### src/rtl/key_event.sv
// Key level to press/auto-repeat pulses plus a 4-digit BCD event counter.
// Define KEY_AUTOREPEAT_EN to enable auto-repeat (REPEAT state, hold/repeat timers).
module key_event #(
    parameter int unsigned HOLD_CYCLES   = 25_000_000,
    parameter int unsigned REPEAT_CYCLES = 5_000_000
) (
    input  logic        clock,
    input  logic        reset_n,
    input  logic        button_on,
    input  logic        clear,
    output logic        press,
    output logic        repeat_pulse,
    output logic        step,
    output logic [15:0] count_bcd,
    output logic        count_changed
);

    if (HOLD_CYCLES < 2 || REPEAT_CYCLES < 2) begin : g_param_check
        $error("key_event: HOLD_CYCLES and REPEAT_CYCLES must be >= 2");
    end

`ifdef KEY_AUTOREPEAT_EN
    localparam int unsigned HOLD_W = $clog2(HOLD_CYCLES);
    localparam int unsigned REP_W  = $clog2(REPEAT_CYCLES);

    typedef enum logic [1:0] {IDLE, HOLD, REPEAT} state_t;

    logic [HOLD_W-1:0] hold_q, hold_d;
    logic [REP_W-1:0]  rep_q, rep_d;
    logic              repeat_d;
`else
    typedef enum logic {IDLE, HOLD} state_t;
`endif

    state_t state_q, state_d;
    logic   btn_q;
    logic   press_d;
    logic   press_edge_c;

    // Released-to-pressed transition of the active-low key level
    assign press_edge_c = ~button_on & btn_q;

    always_ff @(posedge clock or negedge reset_n) begin
        if (!reset_n) begin
            state_q <= IDLE;
            btn_q   <= 1'b0;
`ifdef KEY_AUTOREPEAT_EN
            hold_q  <= '0;
            rep_q   <= '0;
`endif
        end else begin
            state_q <= state_d;
            btn_q   <= button_on;
`ifdef KEY_AUTOREPEAT_EN
            hold_q  <= hold_d;
            rep_q   <= rep_d;
`endif
        end
    end

    // Next state and pulse requests; a release always beats a due repeat
    always_comb begin
        state_d  = state_q;
        press_d  = 1'b0;
`ifdef KEY_AUTOREPEAT_EN
        repeat_d = 1'b0;
        hold_d   = hold_q;
        rep_d    = rep_q;
`endif
        case (state_q)
            IDLE: begin
                if (press_edge_c) begin
                    press_d = 1'b1;
                    state_d = HOLD;
`ifdef KEY_AUTOREPEAT_EN
                    hold_d  = '0;
`endif
                end
            end
            HOLD: begin
                if (button_on) begin
                    state_d = IDLE;
                end
`ifdef KEY_AUTOREPEAT_EN
                else if (hold_q == HOLD_W'(HOLD_CYCLES - 1)) begin
                    repeat_d = 1'b1;
                    state_d  = REPEAT;
                    rep_d    = '0;
                end else begin
                    hold_d = hold_q + HOLD_W'(1);
                end
`endif
            end
`ifdef KEY_AUTOREPEAT_EN
            REPEAT: begin
                if (button_on) begin
                    state_d = IDLE;
                end else if (rep_q == REP_W'(REPEAT_CYCLES - 1)) begin
                    repeat_d = 1'b1;
                    rep_d    = '0;
                end else begin
                    rep_d = rep_q + REP_W'(1);
                end
            end
`endif
            default: state_d = IDLE;
        endcase
    end

    always_ff @(posedge clock or negedge reset_n) begin
        if (!reset_n) begin
            press <= 1'b0;
            step  <= 1'b0;
        end else begin
            press <= press_d;
`ifdef KEY_AUTOREPEAT_EN
            step  <= press_d | repeat_d;
`else
            step  <= press_d;
`endif
        end
    end

`ifdef KEY_AUTOREPEAT_EN
    always_ff @(posedge clock or negedge reset_n) begin
        if (!reset_n) begin
            repeat_pulse <= 1'b0;
        end else begin
            repeat_pulse <= repeat_d;
        end
    end
`else
    assign repeat_pulse = 1'b0;
`endif

    // Four-digit BCD increment, each digit wrapping 9 -> 0 with carry
    function automatic logic [15:0] bcd_inc(input logic [15:0] v);
        logic [15:0] r;
        logic        carry;
        r     = v;
        carry = 1'b1;
        for (int i = 0; i < 4; i++) begin
            if (carry) begin
                if (r[4*i +: 4] == 4'd9) begin
                    r[4*i +: 4] = 4'd0;
                end else begin
                    r[4*i +: 4] = r[4*i +: 4] + 4'd1;
                    carry       = 1'b0;
                end
            end
        end
        return r;
    endfunction

    // Clear takes priority over a simultaneous step
    always_ff @(posedge clock or negedge reset_n) begin
        if (!reset_n) begin
            count_bcd     <= 16'h0000;
            count_changed <= 1'b0;
        end else if (clear) begin
            count_bcd     <= 16'h0000;
            count_changed <= 1'b1;
        end else if (step) begin
            count_bcd     <= bcd_inc(count_bcd);
            count_changed <= 1'b1;
        end else begin
            count_changed <= 1'b0;
        end
    end

endmodule

### config.mk
export PLATFORM = sky130hd
export DESIGN_NAME = key_event
export DESIGN_NICKNAME = d
export VERILOG_FILES = /design/src/rtl/key_event.sv
export SDC_FILE = /design/constraint.sdc
export NUM_CORES = 1
export LEC_CHECK = 0
export CORE_MARGIN = 5
export CORE_UTILIZATION = 52
export DETAILED_ROUTE_END_ITERATION = 10
export PLACE_DENSITY = 0.83
export RECOVER_POWER = 25
export SKIP_LAST_GASP = 1
export SYNTH_ARGS = -nofsm -noshare
export SYNTH_HDL_FRONTEND = slang
export SYNTH_SLANG_ARGS = --single-unit
### constraint.sdc
create_clock -name clock -period 4.65 [get_ports clock]
set_clock_uncertainty 0.15 [all_clocks]
set_input_delay 0.6975 -clock clock [delete_from_list [all_inputs] [get_ports clock]]
set_output_delay 0.6975 -clock clock [all_outputs]
set_load 0.1 [all_outputs]
==> run summary <==
Status - completed
Synth Register Bits - 20
Placer Congestion - 0.770
Setup bufs post-CTS - 0
Initial antenna violation count - 0
Most frequent cell after synthesis - dfrtp_1
Critical-path top delay cell - clkdlybuf4s50_1
# Max-Cap Violations - 0
Port buffer count - 22
Critical path's largest stage delay - 1.18 ns
Logic pwr share - 12.3%
Number of distinct library cells after synthesis - 30
Root buffer cell - clkbuf_4
Total track usage - 15.0%
Final Critical Period - 2.82 ns
TritonCTS Buffers - 3
Std cell rows - 16
First-pass GRT wire length - 3780 microns
Fin. Hold Viols - 0
Post-Synthesis Cells - 115
# resized after CTS - 0
Layout cells sized above 1 - 5.26%
Synth-to-Final Area Change - 20.7%
Die Span X - 55.5 microns
CP Capture Type - output port
Synth warn - 0
WP buf/inv - 1
Sw frac - 28.1%
Pleak - 0.572 nW
DRC Markers - 0
Largest area contributor in the netlist - dfrtp_1
Internal power - 214 uW
Max-slew headroom - 34.0%
Crit path cell chain - clkdlybuf4s50_1
Clock share of power - 27.6%
Avg Inst Size Synth - 9.36 sq um
Gr ovfl total - 0
Largest net degree at the start of global routing - 21
Number of synthesized flops with an enable pin - 0
Antenna violation net count after detailed routing - 0
Worst endpoint required time - 3.80 ns
Fin. max-slew vios - 0
Routed met3 length - 78 microns
Area of the die - 3080 sq um
CP Launch Type - flip-flop
Setup WS pre-CTS - 2.18 ns
Worst Hold Class - reg -> reg
VDD IR max - 0.168 mV
Post-synth top cells - dfrtp_1, nor2_1, a21oi_1, nand2_1, nor3_1
Vias in the first global route - 864
Setup CP Type - reg -> out
Seq pwr share - 60.1%
Clock Tree Buf Depth - 2
# setup viols final - 0
Total I/O pin count - 24
RSZ-0062 raised after global routing - false
Uppermost layer routed - met4
Iter 0 DRT Violations - 14
Initial Util - 54.8%
Synth area leaders - dfrtp_1, ha_1, a21oi_1
Clock-pin slew on the worst setup and hold paths - 0.11 ns
Core Region - 1960 sq um
Clock Sinks - 20
Hold buffer count at cts - 0
Vias post-DR - 841
First drt pass iteration count - 4
Fmax - 354 MHz
Setup ws final - 1.83 ns
H-tree levels - 1
Clk Latency, worst-skew pair - 0.30 ns
Die Height - 55.5 microns
Synthesized cell area - 1080 sq um
Critical Path Fanout Max - 8
Metal2 WL - 979 microns
CTS tree - yes
Asr flop ratio synth - 100%
Pwr Density - 230 nW/um^2
Antenna diode count - 0
Dominant synthesized flop cell - dfrtp_1
Estimated wirelength of the detail-placed design - 1520 microns
Final worst path period share - 60.7%
Net Switching - 83.9 uW
Power consumption - 298 uW
Post-route setup TNS - 0 ns
Final wirelength - 2050 microns
Routed len/inst - 12.8 microns
Signal arrival time at the worst endpoint - 1.98 ns
Met1 wire length - 944 microns
Worst Tran Pin Value - 0.987 ns
Final net count - 145
Synth top area share - 46.5%
Top delay family on crit path - buffers and inverters
Vias per std cell - 5.26
Post-Syn Nets - 125
Register area share after synthesis - 46.5%
layer usage:
layer  track usage [%]  up-vias
li1                  -      422
met1              18.0      400
met2              24.7       15
met3              3.26        4
met4              8.33        0
met5                 0        -
power groups by stage:
stage	clock network (mW)	logic, mW	registers (mW)
final	0.0824	0.0366	0.179
after detailed placement	0	0.0376	0.183
after CTS	0.0843	0.0376	0.179
after floorplan	0	0.0147	0.195
after global routing	0.0917	0.0387	0.180
after global placement	0	0.0372	0.182
sequential cells by signal, summed over array words and instances (netlist names):
register       count
count_bcd         16
btn_q              1
step               1
count_changed      1
state_q            1
cells by family after synthesis:
kind of cell | after synthesis | share of synthesized area [%]
AOI/OAI and AO/OA | 18 | 8.49
xor gates and xnor gates | 2 | 1.63
adders and majority gates | 6 | 6.98
buffers and inverters | 12 | 6.74
DFF | 20 | 46.5
muxes | 3 | 2.79
other | 1 | 0.349
and+or+nand+nor | 53 | 26.5
cell type report:
cell class	instances	area, sq um
Inverter	5	18.8
Multi-Input combinational cell	83	503
Tap cell	27	33.8
Sequential cell	20	500
Fill cell	171	663
Clock buffer	3	22.5
Timing Repair Buffer	22	220
placed cells by master, fill, tap and decap left out, drive strengths merged:
cell type / n
xnor2: 1
or2: 1
nand4b: 1
clkdlybuf4s50: 19
nand4: 2
clkbuf: 3
conb: 1
dfrtp: 20
xor2: 1
nor2: 14
a21oi: 12
nand3b: 1
dlygate4sd3: 3
ha: 6
mux2i: 3
inv: 5
and4b: 1
nand3: 4
and2: 3
nor3b: 1
and3b: 3
or3: 4
o21ai: 5
and2b: 1
nand2: 10
nor3: 7
a31oi: 1
path summary, 6_finish.rpt:
path                                               start                   endpoint  slack, ns  depth (start not counted)
worst min register to register         state_q$_DFF_PN0_             step$_DFF_PN0_       0.27                          1
worst max-delay path                      step$_DFF_PN0_                      press       1.83                          1
worst max register to register  count_bcd[1]$_DFFE_PN0P_  count_bcd[11]$_DFFE_PN0P_       2.78                          6
min in group asynchronous                        reset_n  count_bcd[10]$_DFFE_PN0P_       0.80                          1
max in group asynchronous                        reset_n   count_bcd[3]$_DFFE_PN0P_       3.00                          1
worst min-delay path                   state_q$_DFF_PN0_             step$_DFF_PN0_       0.27                          1
through the flow:
step | hold slack (ns) | area [sq um] | utilization, % | std cells
5_1_grt | 0.314 | 1300 | 66.2 | 160
2_1_floorplan | 0.252 | 1080 | - | 115
3_3_place_gp | 0.267 | 1280 | 65.1 | 157
6_report | 0.275 | 1300 | 66.2 | 160
4_1_cts | 0.286 | 1300 | 66.2 | 160
3_5_place_dp | 0.274 | 1280 | 65.1 | 157
worst register-to-register path, cell delays in order (launching register included):
cell	delay, ns
dfrtp_1	0.43
inv_1	0.07
ha_1	0.19
and4b_1	0.37
nand2_4	0.10
or3_1	0.35
a21oi_1	0.15
No activity file was read; power rests on OpenSTA's default activity.
==> edit: new RTL, config.mk and constraints unchanged <==
Add an input register stage for `clear`, cleared by the reset; this delays it by one clock. The other inputs are not delayed to match.
--- a/src/rtl/key_event.sv
+++ b/src/rtl/key_event.sv
@@ -15,4 +15,14 @@
     output logic        count_changed
 );
+
+    logic clear_q;
+
+    always_ff @(posedge clock or negedge reset_n) begin
+        if (!reset_n) begin
+            clear_q <= '0;
+        end else begin
+            clear_q <= clear;
+        end
+    end
 
     if (HOLD_CYCLES < 2 || REPEAT_CYCLES < 2) begin : g_param_check
@@ -158,5 +168,5 @@
             count_bcd     <= 16'h0000;
             count_changed <= 1'b0;
-        end else if (clear) begin
+        end else if (clear_q) begin
             count_bcd     <= 16'h0000;
             count_changed <= 1'b1;
Function: changed (Yosys sat finds a counterexample within 4 cycles, from zero or initial values and one cycle with reset_n low).
==> edit against the unedited design <==
Register-to-register slack worse by 0.28 ns. Cell area is 4.6% higher. Worst setup slack got worse by 0.0078 ns. First-iteration DRC count decreased by 7.1%. Maximum frequency fell by 0.27%. Routed wire length rose by 3.3%. Area after synthesis grew 5.1%. Sequential cell count up 1. Highest routed layer unchanged.
Power is not compared: it rests on default switching activity, and its combinational part moved more than twofold at a synthesized area within 25%.
==> edit: results <==
set metrics [dict create \
    cts_buffers 3 \
    first_pass_iters 4 \
    grt_pass1_wl_um 3750 \
    routabilityCongestion 0.831 \
    grt_pass1_vias 852 \
    antenna_found_initial 0 \
    crit_fanout 8 \
    first_iter_violations 13 \
    yosysSeqAreaShare_pct 46.5 \
    grt_use_met2_pct 23.1 \
    status "completed" \
    nets 147 \
    cp_slowest_cell "clkdlybuf4s50_1" \
    ys_async_sr_fraction_pct 100 \
    wl_per_cell_um 13.1 \
    grt_start_max_net_pins 22 \
    synthFlopType "dfrtp_1" \
    largest_register_ff_count 16 \
    clk_latency_ns 0.30 \
    synth_cell_types 35 \
    synthesis.nets 123 \
    drive_above_1_share_pct 4.48 \
    cts_max_path_buffers 2 \
    slew_headroom_pct 33.5 \
    hold_path.class "register to register" \
    root_buffer "clkbuf_4" \
    grt.total_usage_pct 14.7 \
    fillers 169 \
    diodes 0 \
    path_clk_slew_ns 0.11 \
    dp_hpwl_um 1560 \
    grt_use_met1_pct 19.0 \
    ctsResizeCount 0 \
    top_register "count_bcd" \
    critPathTopFamily "buffers and inverters" \
    met3_usage_pct 4.59 \
    cp_slowest_stage_delay_ns 1.20 \
    grt_busiest_layer "met2" \
    ys_top_cells_by_count "dfrtp_1, nand2_1, ha_1, nor2_1, o21ai_1" \
    synth.area.top_cells "dfrtp_1, ha_1, nand2_1" \
    vias 881 \
    port_buffers 22 \
]
-- edit: cells by family (layout without fill, tap and decap cells) --
group,Yosys count,count (layout),synth area share [%]
compound gates,25,25,16.2
xor+xnor,1,1,0.774
fa+ha+maj,8,8,8.85
buf+inv,10,33,4.31
flops,21,21,46.5
mux,1,1,0.885
other cells,1,1,0.332
simple gates,44,44,22.2
-- edit: final cells by class --
cell class / count / area (µm²) / share of cell area (%)
timing repair buffer: 22 / 220 / 16.2
sequential: 21 / 526 / 38.7
clock buffer: 4 / 26.3 / 1.93
inverter: 7 / 26.3 / 1.93
multi-input combinational: 80 / 527 / 38.8
tap: 27 / 33.8 / 2.49
-- edit: layer usage --
layer  wire, µm  part of all wire, %
met5          0                    0
met4         15                 0.71
met3        118                  5.6
met2       1020                   48
met1        961                   45
-- edit: worst paths after layout --
kind / slack, ns / to / depth (start not counted) / from
worst max-delay path: 1.82 / step / 1 / step$_DFF_PN0_
worst min-delay path: 0.29 / step$_DFF_PN0_ / 1 / state_q$_DFF_PN0_
worst max register to register: 2.50 / count_bcd[15]$_DFFE_PN0P_ / 5 / count_bcd[0]$_DFFE_PN0P_
worst min register to register: 0.29 / step$_DFF_PN0_ / 1 / state_q$_DFF_PN0_
max in group asynchronous: 3.02 / count_bcd[9]$_DFFE_PN0P_ / 1 / reset_n
min in group asynchronous: 0.76 / count_bcd[7]$_DFFE_PN0P_ / 1 / reset_n
-- edit: report_power, final --
| group | leakage, nW | switching [mW] | total [mW] | internal, mW |
|---|---|---|---|---|
| sequential | 0.278 | 0.0165 | 0.210 | 0.194 |
| combinational | 0.297 | 0.105 | 0.137 | 0.0319 |
| clock | 0.0150 | 0.0520 | 0.0854 | 0.0334 |
-- edit: stage by stage --
step	instances	utilization (%)	setup slack, ns	instance area, µm²	total power, mW
3_5_place_dp	157	67.4	2.05	1360	0.353
5_1_grt	161	67.2	1.75	1360	0.455
3_3_place_gp	157	67.4	2.09	1360	0.350
6_report	161	67.2	1.82	1360	0.432
4_1_cts	161	68.7	1.72	1390	0.439
2_1_floorplan	111	-	2.26	1130	0.319
